File: src/rtl/apb_pwm_blinky_pkg.sv
// Shared register map and control-field layout for the APB multi-channel LED driver.
package apb_pwm_blinky_pkg;

  localparam logic [3:0] CTRL_OFS   = 4'h0;
  localparam logic [3:0] PERIOD_OFS = 4'h4;
  localparam logic [3:0] DUTY_OFS   = 4'h8;
  localparam logic [3:0] STATUS_OFS = 4'hC;

  localparam int CTRL_EN   = 0;
  localparam int CTRL_MODE = 1;
  localparam int CTRL_INV  = 2;
  localparam int CTRL_IE   = 3;

  localparam int CH_STRIDE = 'h10;

  typedef struct packed {
    logic ie;
    logic inv;
    logic mode;
    logic en;
  } ctrl_t;

endpackage

File: src/rtl/pwm_blinky_channel.sv
// One LED channel: shadowed period/duty, free-running counter, one-shot DONE and registered led.
module pwm_blinky_channel
  import apb_pwm_blinky_pkg::*;
#(
  parameter int          CNT_W          = 32,
  parameter int unsigned DEFAULT_PERIOD = 100000000,
  parameter int unsigned DEFAULT_DUTY   = 50000000
) (
  input  logic             clk,
  input  logic             rst_n,
  input  logic             ctrl_we,
  input  logic             period_we,
  input  logic             duty_we,
  input  logic             status_we,
  input  logic [31:0]      wdata,
  output logic [3:0]       ctrl,
  output logic [CNT_W-1:0] period_shadow,
  output logic [CNT_W-1:0] duty_shadow,
  output logic [15:0]      cnt_hi,
  output logic             done,
  output logic             led
);

  ctrl_t            ctrl_reg;
  logic [CNT_W-1:0] per_sh_reg, duty_sh_reg;
  logic [CNT_W-1:0] per_act_reg, duty_act_reg;
  logic [CNT_W-1:0] cnt_reg;
  logic             done_reg, led_reg;
  logic [CNT_W-1:0] last_cnt;
  logic             wrap, en_rise, raw;
  logic             unused_wdata;

  // A zero period behaves as a one-cycle period and produces no pulse.
  assign last_cnt = (per_act_reg == '0) ? '0 : per_act_reg - 1'b1;
  assign wrap     = ctrl_reg.en && (cnt_reg == last_cnt);
  assign en_rise  = ctrl_we && wdata[CTRL_EN] && !ctrl_reg.en;
  assign raw      = ctrl_reg.en && (per_act_reg != '0) && (cnt_reg < duty_act_reg);

  always_ff @(posedge clk) begin
    if (!rst_n) begin
      ctrl_reg     <= '0;
      per_sh_reg   <= CNT_W'(DEFAULT_PERIOD);
      duty_sh_reg  <= CNT_W'(DEFAULT_DUTY);
      per_act_reg  <= CNT_W'(DEFAULT_PERIOD);
      duty_act_reg <= CNT_W'(DEFAULT_DUTY);
      cnt_reg      <= '0;
      done_reg     <= 1'b0;
      led_reg      <= 1'b0;
    end else begin
      if (period_we) per_sh_reg  <= wdata[CNT_W-1:0];
      if (duty_we)   duty_sh_reg <= wdata[CNT_W-1:0];

      if (wrap || en_rise) begin
        per_act_reg  <= per_sh_reg;
        duty_act_reg <= duty_sh_reg;
      end

      if (!ctrl_reg.en || wrap || (ctrl_we && !wdata[CTRL_EN]))
        cnt_reg <= '0;
      else
        cnt_reg <= cnt_reg + 1'b1;

      // Software CTRL writes take priority over the one-shot auto-disable.
      if (ctrl_we)
        ctrl_reg <= ctrl_t'(wdata[3:0]);
      else if (wrap && ctrl_reg.mode)
        ctrl_reg.en <= 1'b0;

      if (wrap && ctrl_reg.mode)
        done_reg <= 1'b1;
      else if (status_we && wdata[0])
        done_reg <= 1'b0;

      led_reg <= raw ^ ctrl_reg.inv;
    end
  end

  generate
    if (CNT_W >= 16) begin : g_cnt_hi
      assign cnt_hi = cnt_reg[CNT_W-1 -: 16];
    end else begin : g_cnt_short
      assign cnt_hi = {cnt_reg, {(16-CNT_W){1'b0}}};
    end
  endgenerate

  assign ctrl          = ctrl_reg;
  assign period_shadow = per_sh_reg;
  assign duty_shadow   = duty_sh_reg;
  assign done          = done_reg;
  assign led           = led_reg;
  assign unused_wdata  = ^wdata;

endmodule

File: src/rtl/apb_pwm_blinky.sv
// APB front end for NUM_CH LED channels: address decode, registered read mux, slave error and irq.
module apb_pwm_blinky
  import apb_pwm_blinky_pkg::*;
#(
  parameter int          NUM_CH         = 4,
  parameter int          CNT_W          = 32,
  parameter int unsigned DEFAULT_PERIOD = 100000000,
  parameter int unsigned DEFAULT_DUTY   = 50000000
) (
  input  logic              clk,
  input  logic              rst_n,
  input  logic [31:0]       paddr,
  input  logic              psel,
  input  logic              penable,
  input  logic              pwrite,
  input  logic [31:0]       pwdata,
  output logic [31:0]       prdata,
  output logic              pready,
  output logic              pslverr,
  output logic [NUM_CH-1:0] led,
  output logic              irq
);

  localparam logic [4:0] NUM_CH_L = 5'(NUM_CH);

  logic [3:0]       ch_sel, reg_ofs;
  logic             mapped, wr_en;
  logic [31:0]      rd_data;
  logic [31:0]      prdata_reg;
  logic             pready_reg, pslverr_reg, irq_reg;
  logic [3:0]       ctrl_q     [NUM_CH];
  logic [CNT_W-1:0] per_q      [NUM_CH];
  logic [CNT_W-1:0] duty_q     [NUM_CH];
  logic [15:0]      cnt_hi_q   [NUM_CH];
  logic [NUM_CH-1:0] done_v, ie_v;
  logic             unused_paddr;

  // Channels sit on a CH_STRIDE grid; byte lanes and bits above [7:0] are ignored.
  assign ch_sel       = paddr[7:4];
  assign reg_ofs      = {paddr[3:2], 2'b00};
  assign mapped       = {1'b0, ch_sel} < NUM_CH_L;
  assign wr_en        = psel && penable && pwrite && mapped;
  assign unused_paddr = ^{paddr[31:8], paddr[1:0]};

  for (genvar gi = 0; gi < NUM_CH; gi++) begin : g_ch
    logic hit;
    assign hit = wr_en && (ch_sel == 4'(gi));

    pwm_blinky_channel #(
      .CNT_W          (CNT_W),
      .DEFAULT_PERIOD (DEFAULT_PERIOD),
      .DEFAULT_DUTY   (DEFAULT_DUTY)
    ) u_ch (
      .clk           (clk),
      .rst_n         (rst_n),
      .ctrl_we       (hit && (reg_ofs == CTRL_OFS)),
      .period_we     (hit && (reg_ofs == PERIOD_OFS)),
      .duty_we       (hit && (reg_ofs == DUTY_OFS)),
      .status_we     (hit && (reg_ofs == STATUS_OFS)),
      .wdata         (pwdata),
      .ctrl          (ctrl_q[gi]),
      .period_shadow (per_q[gi]),
      .duty_shadow   (duty_q[gi]),
      .cnt_hi        (cnt_hi_q[gi]),
      .done          (done_v[gi]),
      .led           (led[gi])
    );

    assign ie_v[gi] = ctrl_q[gi][CTRL_IE];
  end

  always_comb begin
    rd_data = '0;
    for (int i = 0; i < NUM_CH; i++) begin
      if (ch_sel == 4'(i)) begin
        case (reg_ofs)
          CTRL_OFS:   rd_data = {28'd0, ctrl_q[i]};
          PERIOD_OFS: rd_data = 32'(per_q[i]);
          DUTY_OFS:   rd_data = 32'(duty_q[i]);
          STATUS_OFS: rd_data = {cnt_hi_q[i], 15'd0, done_v[i]};
          default:    rd_data = '0;
        endcase
      end
    end
  end

  // Registering in the setup phase makes read data and error valid in the access phase.
  always_ff @(posedge clk) begin
    if (!rst_n) begin
      prdata_reg  <= '0;
      pready_reg  <= 1'b0;
      pslverr_reg <= 1'b0;
      irq_reg     <= 1'b0;
    end else begin
      prdata_reg  <= rd_data;
      pready_reg  <= 1'b1;
      pslverr_reg <= psel && !penable && !mapped;
      irq_reg     <= |(done_v & ie_v);
    end
  end

  assign prdata  = prdata_reg;
  assign pready  = pready_reg;
  assign pslverr = pslverr_reg;
  assign irq     = irq_reg;

endmodule

File: config.mk
export PLATFORM = sky130hd
export DESIGN_NAME = apb_pwm_blinky
export DESIGN_NICKNAME = d
export VERILOG_FILES = /design/src/rtl/apb_pwm_blinky_pkg.sv /design/src/rtl/pwm_blinky_channel.sv /design/src/rtl/apb_pwm_blinky.sv
export SDC_FILE = /design/constraint.sdc
export NUM_CORES = 2
export LEC_CHECK = 0
export BUFFER_PORTS_ARGS = -buffer_cell sky130_fd_sc_hd__buf_2
export CORE_ASPECT_RATIO = 0.6
export CORE_MARGIN = 2
export CORE_UTILIZATION = 63
export DETAILED_ROUTE_END_ITERATION = 10
export PLACE_DENSITY = 0.8
export SYNTH_ARGS = -nofsm -noshare
export SYNTH_HDL_FRONTEND = slang
export SYNTH_SLANG_ARGS = --single-unit
export TNS_END_PERCENT = 5
File: constraint.sdc
create_clock -name clk -period 4.6 [get_ports clk]
set_clock_uncertainty 0.1 [all_clocks]
set_input_delay 0.92 -clock clk [delete_from_list [all_inputs] [get_ports clk]]
set_output_delay 0.92 -clock clk [all_outputs]
set_load 0.02 [all_outputs]
==> results.yml <==
floorplan:
  core_area_um2: 61000
  die_area_um2: 63900
  ios: 108
  initial_core_util_pct: 63.8
  fp.dieW_um: 325
  rows: 70
  die-height_um: 197
yosys:
  synth.area.top_cells: "dfxtp_1, nand2_1, mux2i_1"
  synth_area_um2: 38900
  synth-edff-count: 0
  synth_top_area_share_pct: 35.9
  synthFlopType: "dfxtp_1"
  synth_compound_area_share_pct: 14.0
  synth_warnings: 0
  synth-seq-area-share_pct: 35.9
  ys_ff_latch: 699
  synthMuxAreaShare_pct: 9.69
  synth_cell_types: 97
  synthSimpleGateAreaFrac_pct: 25.2
  synth_top_family_by_area: "simple AND/OR/NAND/NOR gates"
  avgSynthCellArea_um2: 8.25
  synth_xor_xnor_area_share_pct: 5.54
  syn-instance-count: 4722
  synth_top_area_cell: "dfxtp_1"
  async_flop_share_pct: 0
  synth_nets: 4923
  synthAdderAreaFrac_pct: 4.24
worst_setup_path:
  crit-reg2reg-launch: "g_ch[0].u_ch.per_act_reg[0]$_SDFFE_PN0P_"
  cp-end-kind: "flop"
  worstSetupPathType: "flop to flop"
  critical_path_peak_fanout: 28
  cp.required_ns: 4.98
  r2r_slack_ns: 0.14
  crit_end: "g_ch[0].u_ch.per_act_reg[22]$_SDFFE_PN1P_"
  worstReg2RegEnd: "g_ch[0].u_ch.per_act_reg[22]$_SDFFE_PN1P_"
  start_kind: "flop"
  cp-startpoint: "g_ch[0].u_ch.per_act_reg[0]$_SDFFE_PN0P_"
  r2r_cells: 14
  crit_arrival_ns: 4.84
cts:
  htree_levels: 3
  clock_sinks: 699
  path_clk_slew_ns: 0.06
  clk_latency_ns: 0.65
  ctsHoldBuffers: 0
  cts_tree: "yes"
  numCtsBuffers: 67
  root_buffer: "clkbuf_16"
  cts_setup_buffers: 0
  clk_path_buf_depth: 3
timing:
  finalSetupViolCount: 0
  drv_slew: 0
  fin_crit_sh_pct: 97.0
  rsz0062_at_grt: "yes"
  timing.fmax_mhz: 224
  relSlewSlack_pct: 25.7
  worst-slew-pin-transition_ns: 1.11
  period_needed_ns: 4.46
  hold_viol_final: 0
  timing.final.ws_setup_ns: 0.139
finish:
  layout-drive-gt1-share_pct: 9.75
  final_common_cell: "nand2_1"
  regArea_um2: 14000
  syn2layout_area_growth_pct: 9.35
  fillers: 4920
  utilization_pct: 69.8
  nets: 4865
  multi_input_area_um2: 22900
  final_cell_mix: "nand2_1, dfxtp_1, nor2_1"
global_routing:
  grt_pass1_wl_mm: 188
  grt_max_degree: 249
  grt_usage_pct: 37.6
  grt_pass1_vias: 31700
  antenna_found_initial: 15
  overflow: 0
power_and_ir_drop:
  clockPowerShare_pct: 47.3
  pwr-share-seq_pct: 48.5
  pwr-share-comb_pct: 4.2
  p_int_mw: 9.57
  max-vdd-ir-drop_uv: 256
  netSwitchingFraction_pct: 23.5
  leakagePower_nw: 17.2
  power.density_nw_per_um2: 294
  switching_power_mw: 2.94
detailed_routing:
  dr.first_iter.drc_count: 4618
  wl_per_cell_um: 22.3
  antenna_left: 0
  drc: 0
  drtPass1Iterations: 6
  via_per_inst: 6.26
  wl_mm: 124
  vias: 34800
placed_design:
  dp_hpwl_mm: 88.4
  dp_worst_setup_slack_ns: 0.240
  io_buffers: 81
  place_congestion: 1.08
job:
  drv_cap: 0
worst_hold_path:
  hold_path_class: "flop to flop"
outcome:
  status: "complete, no violations"
-- cells by family after synthesis --
kind of cell / count (synthesis)
xor gates and xnor gates: 235
adders and majority gates: 132
and+or+nand+nor: 2017
buffers and inverters: 519
AOI/OAI and AO/OA: 757
muxes: 363
DFF: 699
-- power groups by stage --
stage               Sequential (mW)  Clock, mW  Combinational, mW
floorplan                      6.21          0              0.280
global placement               6.20          0              0.492
detailed placement             6.20          0              0.492
CTS                            6.07       5.95              0.493
global route                   6.06       6.19              0.532
finish                         6.07       5.92              0.531
-- timing repair --
item	CTS	global route
gates resized for setup	0	3
endpoints found under the hold margin	0	0
setup endpoints to repair	0	35
-- critical path, cell delays in order (launching register included) --
cell and delay (ns):
dfxtp_1 0.38, inv_1 0.10, ha_1 0.20, or4b_1 0.55, nor4_2 0.42, and3_1 0.46
nor2_1 0.07, mux2_2 0.27, a2111oi_0 0.55, buf_4 0.24, and3_1 0.23, a41oi_4 0.19
buf_12 0.25, mux2i_1 0.20, nand2_1 0.08
-- cells in the mapped netlist, types with 21 or more instances --
cell type / n
or4_1: 29
nand4_1: 70
buf_2: 21
and4_1: 25
and3_1: 38
nor3_1: 88
nand2_1: 816
dfxtp_1: 699
a21oi_1: 100
ha_1: 132
nor2_1: 307
o21ai_0: 80
nand3_1: 208
a21o_1: 61
mux2_2: 69
xor2_1: 100
or3_1: 43
mux2i_1: 288
inv_1: 173
xnor2_1: 128
clkbuf_2: 30
nor4_1: 71
o22ai_1: 26
a22oi_1: 73
clkbuf_1: 258
nor2b_1: 192
a21boi_0: 177
a221oi_1: 53
nand2b_1: 23
-- routing by layer --
layer  track usage (%)  routed length, µm  vias up
met5              8.85               1290        -
met4              10.8               3480       16
met3              15.5              17900      249
met2              52.9              49600     1781
met1              51.8              51700    16400
li1                  -                  -    16400
-- cell type report --
type	instances	area share [%]
inverter	173	1.52
multi-input combinational	3504	53.8
sequential	699	32.9
clock buffer	86	4.41
antenna	11	0.0646
timing repair buffer	219	3.91
clock inverter	35	0.984
tap	828	2.43
-- worst min path at each step --
stage,from,endpoint,slack [ns],cells after the start
2_1_floorplan,g_ch[1].u_ch.duty_act_reg[10]$_SDFFE_PN0P_,g_ch[1].u_ch.duty_act_reg[10]$_SDFFE_PN0P_,0.33,2
3_3_place_gp,g_ch[1].u_ch.duty_act_reg[29]$_SDFFE_PN0P_,g_ch[1].u_ch.duty_act_reg[29]$_SDFFE_PN0P_,0.35,2
3_5_place_dp,g_ch[1].u_ch.duty_act_reg[31]$_SDFFE_PN0P_,g_ch[1].u_ch.duty_act_reg[31]$_SDFFE_PN0P_,0.35,2
4_1_cts,g_ch[1].u_ch.duty_act_reg[26]$_SDFFE_PN0P_,g_ch[1].u_ch.duty_act_reg[26]$_SDFFE_PN0P_,0.36,2
5_1_grt,g_ch[1].u_ch.duty_act_reg[26]$_SDFFE_PN0P_,g_ch[1].u_ch.duty_act_reg[26]$_SDFFE_PN0P_,0.38,2
6_report,g_ch[1].u_ch.duty_act_reg[26]$_SDFFE_PN0P_,g_ch[1].u_ch.duty_act_reg[26]$_SDFFE_PN0P_,0.36,2
-- through the flow --
step / area [µm²] / instances / total power, mW / TNS [ns] / hold slack, ns
after detailed placement: 40200 / 5423 / 6.70 / 0 / 0.348
after CTS: 42500 / 5544 / 12.5 / 0 / 0.359
after global routing: 42600 / 5547 / 12.8 / -0.00125 / 0.376
after floorplan: 38900 / 4722 / 6.49 / 0 / 0.335
after global placement: 40200 / 5423 / 6.70 / 0 / 0.345
final: 42600 / 5555 / 12.5 / 0 / 0.356
No activity file was read; power rests on OpenSTA's default activity.
